===== config.mk =====
export PLATFORM = sky130hd
export DESIGN_NAME = encoder_8to3
export DESIGN_NICKNAME = d
export VERILOG_FILES = /design/src/rtl/encoder_8to3.sv
export SDC_FILE = /design/constraint.sdc
export NUM_CORES = 1
export LEC_CHECK = 0
export ABC_CLOCK_PERIOD_IN_PS = 9100
export BUFFER_PORTS_ARGS = -buffer_cell sky130_fd_sc_hd__buf_2
export CELL_PAD_IN_SITES_DETAIL_PLACEMENT = 1
export CELL_PAD_IN_SITES_GLOBAL_PLACEMENT = 1
export CORE_MARGIN = 1.5
export CORE_UTILIZATION = 30
export CTS_CLUSTER_DIAMETER = 80
export DETAILED_ROUTE_END_ITERATION = 8
export PLACE_DENSITY_LB_ADDON = 0.08
export REMOVE_ABC_BUFFERS = 1
export SETUP_SLACK_MARGIN = 0.02
export SYNTH_ARGS = -nofsm -noshare
export SYNTH_HDL_FRONTEND = slang
export SYNTH_SLANG_ARGS = --single-unit

===== constraint.sdc =====
create_clock -name clk -period 9.1 [get_ports clk]
set_input_delay 0.455 -clock clk [delete_from_list [all_inputs] [get_ports clk]]
set_output_delay 0.455 -clock clk [all_outputs]
set_load 0.03 [all_outputs]

===== src/rtl/encoder_8to3.sv =====
// Registered 8-to-3 priority encoder with valid, one-hot and multi-hot flags.
// PRIORITY_MSB selects whether the highest (1) or lowest (0) set bit wins.
module encoder_8to3 #(
  parameter int unsigned PRIORITY_MSB = 1
) (
  input  logic       clk,
  input  logic       rst_n,
  input  logic       en,
  input  logic [7:0] in,
  output logic [2:0] out,
  output logic       valid,
  output logic       onehot,
  output logic       multi
);

  logic [2:0] idx_d;
  logic [3:0] cnt_d;
  logic [2:0] out_q;
  logic       valid_q;
  logic       onehot_q;
  logic       multi_q;

  // Scan order makes the last matching bit the winner; idx_d stays 0 for an empty vector.
  always_comb begin
    idx_d = 3'd0;
    cnt_d = 4'd0;
    for (int i = 0; i < 8; i++) begin
      cnt_d = cnt_d + {3'd0, in[i]};
    end
    if (PRIORITY_MSB != 0) begin
      for (int i = 0; i < 8; i++) begin
        if (in[i]) idx_d = 3'(i);
      end
    end else begin
      for (int i = 7; i >= 0; i--) begin
        if (in[i]) idx_d = 3'(i);
      end
    end
  end

  always_ff @(posedge clk) begin
    if (!rst_n) begin
      out_q    <= 3'd0;
      valid_q  <= 1'b0;
      onehot_q <= 1'b0;
      multi_q  <= 1'b0;
    end else if (en) begin
      out_q    <= idx_d;
      valid_q  <= (cnt_d != 4'd0);
      onehot_q <= (cnt_d == 4'd1);
      multi_q  <= (cnt_d > 4'd1);
    end
  end

  assign out    = out_q;
  assign valid  = valid_q;
  assign onehot = onehot_q;
  assign multi  = multi_q;

endmodule


==> impl_metrics.ini <==
[layout]
drive_gt1_frac = 0.3016
area_growth_pct = 28.79
num-fill-cells = 174
diodes = 0
register_area_um2 = 120.1
nets = 83
multi_input_area_um2 = 245.2

[power]
p_total_uw = 95.43
power_leakage_nw = 0.2872
cellPowerDensity_nw_per_um2 = 183.3
ir_drop_mv = 0.08077

[clocking]
cts_sinks = 6
cts_tree = done
clockRootBuffer = clkbuf_4
cts_buffer_depth = 2
cts_made_buffers = 3
cts.clk_slew.worst_paths_ns = 0.05
hold_buffers = 0
cts_max_level = 1
cts_setup_buffers = 0
ctsResizeCount = 0
insertion_delay_ns = 0.24

[yosys]
synth_area_um2 = 404.1
ys_seq_elements = 6
yosysSeqAreaShare = 0.2972
yosysWarnings = 0
synth.avg_cell_area_um2 = 8.981
synth_commonest_cells = inv_1 (9), dfxtp_1 (6), o21ai_0 (6), a31oi_1 (4), fa_1 (4)
async_flop_share = 0
synth_cell_types = 15
synthTopCellsByArea = dfxtp_1 (30%), fa_1 (20%), ha_1 (9.3%)
yosysTopAreaCellShare = 0.2972
synth_top_area_cell = dfxtp_1
synthFlopType = dfxtp_1
netlist_instances = 45
synth_edf_count = 0
synth.most_common_cell = inv_1

[hold_path]
min_from = rst_n
whs_endpoint = out[0]
holdPathStages = 3
hold_path_class = input pin to flip-flop

[setup_path]
regToRegSetupSlack_ns = 8.35
path_max_fanout = 3
critPathKind = input pin to flip-flop
reg2reg_to = onehot
worstPathRequired_ns = 9.24
rr_startpoint = onehot
worstPathArrival_ns = 3.41
worstSetupStartpoint = in[0]
reg2regPathDepth = 2
critPathLaunchType = input pin
endpoint_kind = flip-flop

[timing]
slew_headroom = 0.8878
fin_crit_sh = 0.3601
slew_violations = 0
setup_violations = 0
fin_worst_skew_ns = 0
min_period_ns = 3.277
fin_tns_setup_ns = 0
hold_viol = 0
fmax_mhz = 305.1
grt_setup_unrepaired = false
tightest_slew_ns = 0.1665

[global_route]
grt_start_max_net_pins = 13
gr-total-overflow = 0
grtUsageTotal = 0.1380
grt_first_pass_wirelength_mm = 1.359
first_global_vias = 329
antenna_found_initial = 0

[die]
ios = 17
die_h_um = 39.71
initial_core_util = 0.3145
core_area_um2 = 1285
die_area_um2 = 1576
fp-row-count = 13
fp.dieW_um = 39.71

[detailed_routing]
avgRoutedWirePerCell_um = 11.64
via_per_inst = 4.692
drc_errors = 0
ant_nets = 0
routed_wl_um = 908
dr.pass1.iters = 4
drt_iter0_drc = 4
vias = 366

[placed_design]
place_congestion = 0.6052
hpwl_um = 768.7
io_buffers = 16

[status]
status = completed

[job]
cap_violations = 0
==> through the flow <==
step	util	cell area [µm²]	worst slack (ns)	hold WS, ns	cells
finish	0.4051	520.5	5.823	0.5072	78
global route	0.4051	520.5	5.764	0.5215	78
CTS	0.4051	520.5	5.821	0.4986	78
detailed placement	0.3875	498.0	5.562	0.5156	75
global placement	0.3875	498.0	5.568	0.5137	75
floorplan	-	399.1	5.814	0.5444	44
==> state kept, by name, indices dropped and copies added (netlist names) <==
signal	flops
out	3
multi	1
onehot	1
valid	1
==> kinds of logic (layout without fill, tap and decap cells) <==
family	Yosys count	after routing	synth area share
AOI/OAI and AO/OA	15	15	0.2291
adders and majority gates	7	7	0.2910
buffers and inverters	10	28	0.09596
DFF	6	6	0.2972
and+or+nand+nor	7	7	0.08668
==> worst max-delay path by stage <==
| stage | endpoint | slack (ns) |
|---|---|---|
| global route | onehot | 5.76 |
| global placement | onehot | 5.57 |
| CTS | onehot | 5.82 |
| detailed placement | onehot | 5.56 |
| floorplan | onehot | 5.81 |
| finish | onehot | 5.82 |
==> power by group <==
part           internal, mW  total, mW  switching, mW  leakage, nW
registers            0.0294     0.0305        0.00116       0.0499
logic                0.0160     0.0402         0.0242        0.224
clock network        0.0149     0.0247        0.00974       0.0138
==> placed cells by master, fill, tap and decap left out <==
cell type / instances
a21oi_1: 2
a31oi_1: 4
a41o_1: 2
and3b_1: 1
buf_2: 16
clkbuf_4: 3
dfxtp_1: 6
fa_1: 4
ha_1: 3
inv_1: 9
nand2_1: 1
nor2_1: 3
nor2b_1: 1
nor3_1: 1
o211ai_1: 1
o21ai_0: 6
==> layout make-up <==
cell class,count,area share
tap,15,0.03606
multi-input combinational,29,0.4712
clock buffer,3,0.04327
sequential,6,0.2308
inverter,9,0.06490
timing repair buffer,16,0.1538
==> metal layers <==
layer	GRT usage	part of all wire	vias up	routed length [µm]
met5	0	0	-	0
met4	0.02586	0	0	0
met1	0.1610	0.48	163	440
li1	-	-	191	-
met2	0.2131	0.46	12	422
met3	0.08523	0.050	0	45
==> critical path, cell delays in order <==
cell and delay (ns):
buf_2 0.11, fa_1 0.52, inv_1 0.05, fa_1 0.45, fa_1 0.50, inv_1 0.05, ha_1 0.20, fa_1 0.52
nor2_1 0.06, a41o_1 0.26, a41o_1 0.24
No activity file was read; power rests on OpenSTA's default activity.
